$ cat config.mk
export PLATFORM = sky130hd
export DESIGN_NAME = iob_fifo2axis_rd
export DESIGN_NICKNAME = d
export VERILOG_FILES = /design/src/rtl/iob_fifo2axis_rd.sv
export SDC_FILE = /design/constraint.sdc
export NUM_CORES = 1
export LEC_CHECK = 0
export CORE_ASPECT_RATIO = 0.7
export CORE_UTILIZATION = 44
export CTS_BUF_LIST = sky130_fd_sc_hd__clkbuf_4 sky130_fd_sc_hd__clkbuf_8 sky130_fd_sc_hd__clkbuf_16
export DETAILED_ROUTE_END_ITERATION = 7
export PLACE_DENSITY = 0.68
export SLEW_MARGIN = 0
export SYNTH_ARGS = -nofsm -noshare
export SYNTH_HDL_FRONTEND = slang
export SYNTH_SLANG_ARGS = --single-unit
$ cat constraint.sdc
create_clock -name clk_i -period 4.6 [get_ports clk_i]
set_input_delay 0.92 -clock clk_i [delete_from_list [all_inputs] [get_ports clk_i]]
set_output_delay 0.92 -clock clk_i [all_outputs]
set_load 0.05 [all_outputs]
$ cat src/rtl/iob_fifo2axis_rd.sv
// Drains iob_fifo_sync through its read port onto an AXI-Stream master with TLAST framing (IOB_FIFO2AXIS_RD_CNT_EN adds cnt_o).
// Latency: 2 cycles from FIFO non-empty to tvalid, then 1 word/cycle sustained.
// Backpressure: 2-entry head/skid buffer; FIFO reads are throttled so a stalled tready never overflows it.
module iob_fifo2axis_rd #(
   parameter int DATA_W = 32,
   parameter int LEN_W  = 16
) (
   input  logic              clk_i,
   input  logic              cke_i,
   input  logic              rst_i,
   input  logic              en_i,
   input  logic [LEN_W-1:0]  len_i,
   output logic              fifo_r_en_o,
   input  logic [DATA_W-1:0] fifo_r_data_i,
   input  logic              fifo_r_empty_i,
   output logic              axis_tvalid_o,
   input  logic              axis_tready_i,
   output logic [DATA_W-1:0] axis_tdata_o,
   output logic              axis_tlast_o
`ifdef IOB_FIFO2AXIS_RD_CNT_EN
   ,
   output logic [31:0]       cnt_o
`endif
);

   typedef enum logic [1:0] {
      EMPTY = 2'd0,
      ONE   = 2'd1,
      TWO   = 2'd2
   } buf_state_t;

   buf_state_t        state_q;
   logic              rd_pend;
   logic [DATA_W-1:0] head_dat;
   logic              head_last;
   logic [DATA_W-1:0] skid_dat;
   logic              skid_last;
   logic [LEN_W-1:0]  wcnt;
   logic [LEN_W-1:0]  frm_len;

   logic              pop;
   logic [2:0]        fill_nxt;
   logic [LEN_W-1:0]  eff_len;
   logic              cap_last;

   assign axis_tvalid_o = (state_q != EMPTY);
   assign axis_tdata_o  = head_dat;
   assign axis_tlast_o  = head_last;
   assign pop           = axis_tvalid_o & axis_tready_i;

   // Occupancy once the in-flight read lands and this cycle's pop retires
   assign fill_nxt    = {1'b0, state_q} + {2'b00, rd_pend} - {2'b00, pop};
   assign fifo_r_en_o = cke_i & ~rst_i & en_i & ~fifo_r_empty_i & (fill_nxt < 3'd2);

   // First word of a frame uses len_i directly since frm_len is latched in the same cycle
   assign eff_len  = (wcnt == '0) ? len_i : frm_len;
   assign cap_last = (eff_len != '0) && (wcnt == eff_len - LEN_W'(1));

   always_ff @(posedge clk_i) begin
      if (rst_i) begin
         state_q   <= EMPTY;
         rd_pend   <= 1'b0;
         head_dat  <= '0;
         head_last <= 1'b0;
         skid_dat  <= '0;
         skid_last <= 1'b0;
         wcnt      <= '0;
         frm_len   <= '0;
      end else if (cke_i) begin
         rd_pend <= fifo_r_en_o;

         if (rd_pend) begin
            if (wcnt == '0) begin
               frm_len <= len_i;
            end
            wcnt <= cap_last ? '0 : wcnt + LEN_W'(1);
         end

         case (state_q)
            EMPTY: begin
               if (rd_pend) begin
                  head_dat  <= fifo_r_data_i;
                  head_last <= cap_last;
                  state_q   <= ONE;
               end
            end
            ONE: begin
               case ({rd_pend, pop})
                  2'b10: begin
                     skid_dat  <= fifo_r_data_i;
                     skid_last <= cap_last;
                     state_q   <= TWO;
                  end
                  2'b11: begin
                     head_dat  <= fifo_r_data_i;
                     head_last <= cap_last;
                  end
                  2'b01: begin
                     state_q <= EMPTY;
                  end
                  default: begin
                     state_q <= ONE;
                  end
               endcase
            end
            TWO: begin
               // The read throttle guarantees no capture lands while both slots are full
               if (pop) begin
                  head_dat  <= skid_dat;
                  head_last <= skid_last;
                  state_q   <= ONE;
               end
            end
            default: begin
               state_q <= EMPTY;
            end
         endcase
      end
   end

`ifdef IOB_FIFO2AXIS_RD_CNT_EN
   always_ff @(posedge clk_i) begin
      if (rst_i) begin
         cnt_o <= '0;
      end else if (cke_i && pop) begin
         cnt_o <= cnt_o + 32'd1;
      end
   end
`endif

endmodule

### Yosys cells after proc, flatten, opt, wreduce, memory -nomap -nowiden

Index checks and enable logic that the tools add are counted.
W data, S select, Z words.

* bits in registers: 101
* logic and storage cells: 54

* $add $sub $neg: 4
* muxes and demuxes: 14
* equal/unequal tests: 10
* magnitude comparators: 1
* reductions and logical operators: 10
* bitwise operators: 7

Operator list (number)
* $mux W32: 3
* $pmux W32 S3: 1
* $mux W16: 2
* $add A16 B1 Y16 const B: 1
* $eq A16 B16 Y1: 1
* $logic_not A16 Y1: 1
* $reduce_bool A16 Y1: 1
* $sub A16 B1 Y16 const B: 1
* $pmux W2 S3: 2
* $eq A2 B2 Y1 const B: 3
* $ne A2 B2 Y1 const B: 3
* $and A1 B1 Y1: 5
* $reduce_and A5 Y1: 1
* $eq A2 B1 Y1 const B: 2
* $mux W2: 2
* $reduce_and A4 Y1: 1
* $add A2 B1 Y3: 1
* $lt A3 B2 Y1 const B: 1
* $mux W1: 3
* $pmux W1 S3: 1
* $reduce_and A3 Y1: 1
* $reduce_bool A3 Y1: 1
* $sub A3 B1 Y3: 1
* $logic_not A2 Y1: 1
* 5 further kinds: 6

### Longest topological paths before layout

* depth after elaboration: 7
* depth in mapped cells: 17

### Worst setup path before layout

Ideal clock, no wire load.

* path kind: reg2out
* from: reg state_q[1]
* to: out fifo_r_en_o
* required time: 3.680 ns
* cell stages (with the launch flop): 10
* path slack: 0.481 ns
* arrival: 3.199 ns
* path through: dfxtp_1 -> clkbuf_1 -> or2_2 -> nand2_1 -> inv_1 -> ha_1 -> nand2b_1 -> fa_1 -> nand4_1 -> nor3_1

* cells in the longest elaborated chain, start to end: 5
* elaborated cells between the ends (all ways): 6
* those cells by class: add/sub (2); order compare (1); bitwise (2); reduce/logical (1)

RTL lines
* start, declared: RTL line 32 `buf_state_t state_q;`
* start signal, assigned: RTL line 61 `state_q <= EMPTY;`
* start signal, assigned: RTL line 84 `state_q <= ONE;`
* start signal, assigned: RTL line 92 `state_q <= TWO;`
* $reduce_bool A2 Y1: RTL line 46 `assign axis_tvalid_o = (state_q != EMPTY);`
* net axis_tvalid_o: RTL line 16 `output logic axis_tvalid_o,`
* $and A1 B1 Y1: RTL line 49 `assign pop = axis_tvalid_o & axis_tready_i;`
* $sub A3 B1 Y3: RTL line 52 `assign fill_nxt = {1'b0, state_q} + {2'b00, rd_pend} - {2'b00, pop};`
* $lt A3 B2 Y1: RTL line 53 `assign fifo_r_en_o = cke_i & ~rst_i & en_i & ~fifo_r_empty_i & (fill_nxt < 3'd2);`
* $and A1 B1 Y1: RTL line 53
* end, declared: RTL line 13 `output logic fifo_r_en_o,`

The timed path passes the listed nets, and every way through them passes these cells.

### Worst setup path after layout

* from: reg wcnt[0]
* to: reg wcnt[1]

* cells in the longest elaborated chain, start to end: 6
* elaborated cells between the ends (all ways): 8
* those cells by class: add/sub (2); eq/ne (1); mux (2); reduce/logical (3)

RTL lines
* start, declared: RTL line 38 `logic [LEN_W-1:0] wcnt;`
* start signal, assigned: RTL line 76 `wcnt <= cap_last ? '0 : wcnt + LEN_W'(1);`
* $logic_not A16 Y1: RTL line 56 `assign eff_len = (wcnt == '0) ? len_i : frm_len;`
* $mux W16
* $sub A16 B1 Y16: RTL line 57 `assign cap_last = (eff_len != '0) && (wcnt == eff_len - LEN_W'(1));`
* $eq A16 B16 Y1: RTL line 57
* $logic_and A1 B1 Y1: RTL line 57
* $mux W16 (*): RTL line 76

Mark *: on every way between the ends. The rest lies on a longest branch, timed or not.
A chain may end at the register's enable or synchronous reset.

==> results.md <==
- Result of the run: finished clean
- M2 GR Usage: 36.1%
- Commonest non-fill, non-tap cells in the layout: nand2_1, dfxtp_1, clkdlybuf4s50_1, nor2_1, a21oi_1
- Number of synthesized flops with an enable pin: 0
- Busiest grt layer: met2
- Highest net fanout along the worst path: 10
- Final hold vios: 0
- Detail Placement HPWL: 10400 um
- Port bufs: 88
- Fin util: 56.3%
- Drt total wl: 15000 um
- Share of post-route cells with drive strength above 1: 6.08%
- WL/cell: 17.1 um
- H-tree depth: 3
- Synth Area per Inst: 8.27 um2
- Cell variety after synth: 69
- Synthesized area: 5470 um2
- CTS root buf: clkbuf_16
- # nets final: 780
- Final Max Slew Viols: 0
- Hold WC Path Type: flip-flop to flip-flop
- Ys async rst share: 0%
- Core ar.: 11900 um2
- Die Ht: 95.3 um
- # diodes: 0
- P_leak: 2.50 nW
- I/O pin cnt: 89
- Pwr dens: 306 nW/um2
- Syn nets: 723
- Total GRT Usage: 23.6%
- Num CTS Buffers: 9
- Syn-to-layout area delta: 22.4%
- Cell Rows: 33
- Critical path data arrival time: 4.60 ns
- Final Wtd Congestion: 0.973
- Synth Flop Type: dfxtp_1
- DRC: 0
- Clock slew at reported path FFs: 0.07 ns
- CP Capture Type: flip-flop
- Final ANT Viol Nets: 0
- Vias: 5094
- Mapped Cells: 662
- Layout fillers: 1067
- Achievable Freq: 0.230 GHz
- Setup TNS Final: 0 ns
- Grt met1 use: 33.0%
- Pin count of the biggest net entering global routing: 103
- Vias in the first global route: 4781
- CTS tree: built
- First-pass GRT wire length: 23800 um
- CTS Buffer Depth: 2
- Power Total: 2.05 mW
- Die area: 12900 um2
- 1st-iter DRT viols: 449
- Initial core utilization: 46.0%
- Worst Skew: 0.00541 ns
- GRT met3 Usage: 5.48%
- # setup viols final: 0
- Clock Latency Late Sink: 0.35 ns
- Fin crit period: 4.36 ns
- Synth warn: 0
- Slew @ Worst Pin: 1.24 ns
- Worst setup SP type: flip-flop
- Grt total ovfl: 0
- #FFs+latches synth: 101
- Max-cap violations: 0
- Commonest non-fill, non-tap cell in the layout: nand2_1
- Clock Sink Count: 101
- RSZ-0062 raised after global routing: no
- WP data required: 4.85 ns
- Part of the cycle the worst path needs: 94.7%
- VDD IR max: 174 uV
- Register area share after synthesis: 37.0%
- Initial antenna violation count: 0
- Cts hold-fix bufs: 0
- Max_slew headroom: 17.3%
- Crit path kind: flip-flop to flip-flop
- First-pass DRT Iterations: 5
- Die Wd: 135 um
- Vias per cell: 5.78
-- logic make-up (layout without fill, tap and decap cells) --
| logic type | Yosys count | count (layout) | synth area share (%) |
|---|---|---|---|
| buf+inv | 61 | 122 | 5.35 |
| flops | 101 | 101 | 37.0 |
| simple gates | 262 | 263 | 24.0 |
| mux | 41 | 41 | 7.52 |
| compound gates | 154 | 154 | 18.6 |
| xor+xnor | 36 | 36 | 5.76 |
| fa+ha+maj | 7 | 7 | 1.74 |
-- timing repair --
item	in CTS	in global routing
gates resized for setup	0	2
buffers inserted	0	0
endpoints found under the setup margin	0	18
-- layer usage --
| metal | vias up | wire length (um) |
|---|---|---|
| met3 | 18 | 1150 |
| met4 | 0 | 140 |
| met2 | 192 | 6460 |
| met1 | 2413 | 7280 |
| li1 | 2471 | - |
| met5 | - | 0 |
-- metrics by stage --
step                cell area (um2)  hold slack, ns  cells  setup slack (ns)
floorplan                      5470           0.436    662             0.481
global placement               6380           0.441    864             0.263
detailed placement             6380           0.446    864             0.125
CTS                            6670           0.456    880            0.0936
global route                   6700           0.480    881            0.0540
finish                         6700           0.455    881             0.243
-- path summary, 6_finish.rpt --
kind / from / to / slack, ns / cells after the start
max: wcnt[0]$_SDFFE_PP0P_ / wcnt[1]$_SDFFE_PP0P_ / 0.24 / 14
min: skid_dat[29]$_SDFFE_PP0P_ / skid_dat[29]$_SDFFE_PP0P_ / 0.46 / 2
max reg2reg: wcnt[0]$_SDFFE_PP0P_ / wcnt[1]$_SDFFE_PP0P_ / 0.24 / 14
min reg2reg: skid_dat[29]$_SDFFE_PP0P_ / skid_dat[29]$_SDFFE_PP0P_ / 0.46 / 2
-- final cells by class --
cell class,count,area (um2),share of cell area (%)
inverters,12,45.0,0.673
repair buffers,94,943,14.1
well taps,157,196,2.93
clock buffers,9,225,3.36
clock inverters,7,67.6,1.01
multi-input cells,501,3200,47.7
flip-flops and latches,101,2020,30.2
-- registers in the layout (all words and copies together), names as in the netlist --
signal,flops
state_q,2
axis_tdata_o,32
wcnt,16
skid_last,1
rd_pend,1
axis_tlast_o,1
frm_len,16
skid_dat,32
-- critical path, stage by stage (launching register included) --
cell and delay [ns]:
dfxtp_1 0.36, inv_1 0.10, ha_1 0.16, nor4b_4 0.37, and4_4 0.41, mux2i_1 0.38
ha_1 0.32, nor4b_4 0.41, nand4_1 0.17, xnor2_1 0.17, o22ai_1 0.28, nor2_1 0.06
or3b_1 0.35, or4_4 0.46, a41o_1 0.25
-- power by group --
group	leakage, nW	internal [mW]	switching, mW	total (mW)
clock network	0.142	0.382	0.374	0.756
logic	1.54	0.152	0.222	0.374
registers	0.816	0.899	0.0190	0.918
-- synth_stat cells (3+ instances only) --
cell type	n	area share, %
nor3_2	3	0.55
a21oi_1	58	5.3
ha_1	6	1.4
clkbuf_1	36	2.5
o211ai_1	3	0.41
or4_1	3	0.41
nand3_1	12	1.1
a211o_1	3	0.48
nor3_1	13	1.2
o21ai_0	7	0.64
buf_6	3	0.62
nor3b_1	3	0.41
a311oi_1	3	0.48
nand2b_1	6	0.69
nor4_1	8	0.91
o21a_1	6	0.82
buf_2	3	0.27
buf_8	3	0.82
mux2i_1	40	7.3
nand4_1	9	1.0
or3_1	5	0.57
xor2_1	18	2.9
inv_1	12	0.82
xnor2_1	18	2.9
dfxtp_1	101	37
a41oi_1	3	0.48
buf_1	3	0.21
nor2_1	59	4.0
and3_1	9	1.0
a211oi_1	52	7.1
nand2_1	108	7.4
No activity file was read; power rests on OpenSTA's default activity.
==> patch 1: new RTL, config.mk and constraints unchanged <==
Set the parameter `LEN_W` to 32 (it was 16).
--- a/src/rtl/iob_fifo2axis_rd.sv
+++ b/src/rtl/iob_fifo2axis_rd.sv
@@ -4,5 +4,5 @@
 module iob_fifo2axis_rd #(
    parameter int DATA_W = 32,
-   parameter int LEN_W  = 16
+   parameter int LEN_W  = 32
 ) (
    input  logic              clk_i,
Interface: changed (resized len_i); port bits go from 89 to 105. No check against the original RTL was run, so the function may have changed too.
==> patch 1 against the unedited design <==
Wire length rose by 59%; area after synthesis rose by 42%; final area up 51%; synthesized cell count is 47% higher; utilization increased by 2.6 points; sequential cell count increased by 32; worst setup slack worse by 200 ps; maximum frequency shrank 4.5%; via count increased by 50%; worst hold slack worse by 3.8 ps; total power up 39%.
==> patch 1: results <==
export IMPL_outcome="completed"
export IMPL_worstSkewPairLatency_ps=420
export IMPL_grt_pass1_wl_mm=37.0
export IMPL_slowest_delay_ps=540
export IMPL_grt_util_met3_pct=6.89
export IMPL_ys_flop_type="dfxtp_1"
export IMPL_dp_hpwl_mm=16.0
export IMPL_htreeDepth=4
export IMPL_yosys_top_cells_count="nand2_1, dfxtp_1, nor2_1"
export IMPL_synth_cell_types=58
export IMPL_cts_made_buffers=17
export IMPL_gp_congestion=0.981
export IMPL_worstMarginPinSlew_ps=927
export IMPL_diodes=0
export IMPL_yosys_top_cells_area="dfxtp_1, mux2i_1, nand2_1"
export IMPL_wl_per_cell_um=17.9
export IMPL_clock_root_buffer="clkbuf_16"
export IMPL_wl_met3_mm=2.16
export IMPL_synth_compound_area_share_pct=16.2
export IMPL_ys_seq_area_share_pct=34.3
export IMPL_synthMuxAreaShare_pct=8.21
export IMPL_grt_max_degree=73
export IMPL_synth_xor_area_share_pct=8.79
export IMPL_gr_usage_met1_pct=38.8
export IMPL_grt_use_met2_pct=35.9
export IMPL_avgViaCountPerCell=5.73
export IMPL_nNetsFinal=1168
export IMPL_synth_nets=1050
export IMPL_holdWs_ps=452
export IMPL_drtIter0Drc=626
export IMPL_layout_drive_gt1_share_pct=12.4
export IMPL_synth_async_sr_flop_share_pct=0
export IMPL_critPathSlowestCell="o31ai_1"
export IMPL_regToRegSetupSlack_ps=40
export IMPL_worst_ep_arrival_time_ps=4830
export IMPL_grt_pass1_vias=6875
export IMPL_fin_skew_ps=10.9
export IMPL_route_met2_wl_mm=9.78
export IMPL_vdd_drop_max_uv=221
export IMPL_highest_layer="met4"
export IMPL_crit_fanout=8
export IMPL_post_cts_setup_buffers=0
export IMPL_hold_class="reg -> reg"
export IMPL_io_buffers=104
export IMPL_leakagePower_nw=3.88
export IMPL_groute_usage_overall_pct=25.8
export IMPL_synth_area_um2=7770
export IMPL_post_cts_resized=0
export IMPL_synth_fa_ha_area_share_pct=1.55
export IMPL_wl_met1_mm=11.7
-- patch 1: area by class of cell --
cell class,instances,area (um2)
Multi-Input combinational cell,749,4900
Timing Repair Buffer,169,1620
Fill cell,1598,7080
Sequential cell,133,2660
Clock inverter,11,125
Inverter,19,71.3
Clock buffer,20,460
Tap cell,231,289
-- patch 1: report_power, final --
| part | total, W | leakage (nW) | switching [W] | internal, W |
|---|---|---|---|---|
| clock | 0.00136 | 0.286 | 0.000532 | 0.000831 |
| sequential | 0.00117 | 1.07 | 0.00000784 | 0.00116 |
| combinational | 0.000314 | 2.53 | 0.000167 | 0.000146 |
-- patch 1: metrics by stage --
step | instances | area [um2] | worst slack (ps)
after global placement | 1292 | 9270 | 99.9
after floorplan | 971 | 7780 | 10.8
after global routing | 1332 | 10100 | -54.1
final | 1332 | 10100 | 38.9
after detailed placement | 1292 | 9270 | 26.2
after CTS | 1323 | 9850 | 106
-- patch 1: worst reg2reg max path: stages, from the launching register on --
cell	delay [ps]
dfxtp_2	370
nor4_4	350
nand4_2	200
nor3_4	240
buf_6	170
mux2i_4	240
ha_2	210
buf_4	140
nor3b_4	210
nand3_2	110
or3_1	320
mux2_2	290
o31ai_1	540
o2111ai_2	260
nor4_4	330
buf_6	180
clkbuf_16	170
a211oi_1	80
-- patch 1: final timing paths --
kind	startpoint	end	cells after the start
setup reg to reg	wcnt[5]	wcnt[4]	17
setup / recovery	wcnt[5]	wcnt[4]	17
hold / removal	skid_dat[0]	skid_dat[0]	2
hold reg to reg	skid_dat[0]	skid_dat[0]	2
-- patch 1: kinds of logic (layout without fill, tap and decap cells) --
family,count (synthesis),in the layout
simple gates,411,411
compound gates,188,188
flops,133,133
buf+inv,89,219
xor+xnor,78,78
mux,63,63
fa+ha+maj,9,9
==> patch 2: new RTL, same flow settings <==
Without the edit above. Add a define of `IOB_FIFO2AXIS_RD_CNT_EN`.
--- a/src/rtl/iob_fifo2axis_rd.sv
+++ b/src/rtl/iob_fifo2axis_rd.sv
@@ -2,4 +2,6 @@
 // Latency: 2 cycles from FIFO non-empty to tvalid, then 1 word/cycle sustained.
 // Backpressure: 2-entry head/skid buffer; FIFO reads are throttled so a stalled tready never overflows it.
+`define IOB_FIFO2AXIS_RD_CNT_EN
+
 module iob_fifo2axis_rd #(
    parameter int DATA_W = 32,
Behaviour (old outputs only; new: cnt_o): unchanged (equiv_simple and equiv_induct, registers matched by name and starting in step).
==> patch 2 against the unedited design <==
Final area increased by 33%; clock skew increased by 4.4 ps; cell count increased by 34%; total power increased by 41%; area after synthesis increased by 23%; critical endpoint is now axis_tlast_o; worst setup slack got worse by 22 ps; wire length increased by 22%; sequential cell count increased by 32; critical path depth unchanged.
==> patch 2: results <==
export IMPL_leakagePower_nw=3.16
export IMPL_grt_max_degree=84
export IMPL_crit_fanout=3
export IMPL_vdd_drop_max_uv=264
export IMPL_place_area_um2=8310
export IMPL_drtIter0Drc=562
export IMPL_ys_seq_area_share_pct=39.7
export IMPL_worst_ep_arrival_time_ps=4720
export IMPL_fin_skew_ps=9.76
export IMPL_synth_nets=912
export IMPL_die_w_um=150
export IMPL_pre_cts_ws_ps=64.9
export IMPL_drt_wl_total_mm=18.3
export IMPL_power_total_w=0.00289
export IMPL_p_per_area_nw_per_um2=324
export IMPL_gp_congestion=0.942
export IMPL_regToRegEndpoint="axis_tlast_o"
export IMPL_nNetsFinal=1035
export IMPL_yosys_top_cells_count="nand2_1, dfxtp_1, nor2_1"
export IMPL_htreeDepth=4
export IMPL_synth_cell_types=63
export IMPL_n_fill_cell=1326
export IMPL_avgViaCountPerCell=5.44
export IMPL_slew_limit_headroom_pct=28.7
export IMPL_io_buffers=120
export IMPL_outcome="completed"
export IMPL_layout_drive_gt1_share_pct=10.6
export IMPL_wl_per_cell_um=15.5
export IMPL_hold_end="skid_dat[31]"
export IMPL_yosys_top_cells_area="dfxtp_1, nand2_1, nor2_1"
export IMPL_dp_hpwl_mm=12.9
export IMPL_worstSkewPairLatency_ps=410
==> patch 2: changes by cell type after synthesis, moves of 6 or more <==
cell and delta:
nand2_1 +78, nand4_1 +6, a211oi_1 -48, xor2_1 +19, nand3_1 +16, dfxtp_1 +32
nor4_1 +12, a311oi_1 +32, xnor2_1 +8, clkbuf_1 +17, nor2_1 +33, mux2i_1 -25
==> patch 2: worst register-to-register path: cells and delay by family (launching register included) <==
kind,cells,cell delay [ps]
compound gates,1,160
buf+inv,1,90
simple gates,9,3110
flops,1,310
mux,1,270
fa+ha+maj,2,370
==> patch 2: layout make-up <==
class	instances	share of cell area (%)
well taps	195	2.74
repair buffers	163	17.3
diodes	1	0.0281
clock inverters	15	2.02
clock buffers	17	4.77
multi-input cells	644	42.7
flip-flops and latches	133	29.8
inverters	13	0.547
==> patch 2: cells by family (layout without fill, tap and decap cells) <==
logic type	after synthesis	after routing	share of synthesized area, %
flops	133	133	39.7
xor+xnor	63	63	8.22
fa+ha+maj	9	9	1.79
other cells	0	1	0
mux	18	18	2.91
compound gates	139	139	14.1
simple gates	415	415	29.1
buf+inv	72	208	4.14
==> patch 2: how the worst max path moves through the flow <==
stage | cells past startpoint | endpoint | from | slack [ps]
CTS | 14 | axis_tlast_o | wcnt[0] | 150
detailed placement | 11 | axis_tlast_o | len_i[0] | 60
global route | 14 | axis_tlast_o | wcnt[0] | 20
floorplan | 17 | axis_tlast_o | wcnt[0] | 20
finish | 14 | axis_tlast_o | wcnt[0] | 220
global placement | 11 | axis_tlast_o | len_i[1] | 110
==> patch 2: metal layers <==
metal  global-route usage, %  up-vias  wire (um)
li1                        -     3213          -
met1                    34.9     2953       9080
met2                    31.9      240       7280
met3                    7.97       15       1810
met4                    4.88        0        136
met5                       0        -          0
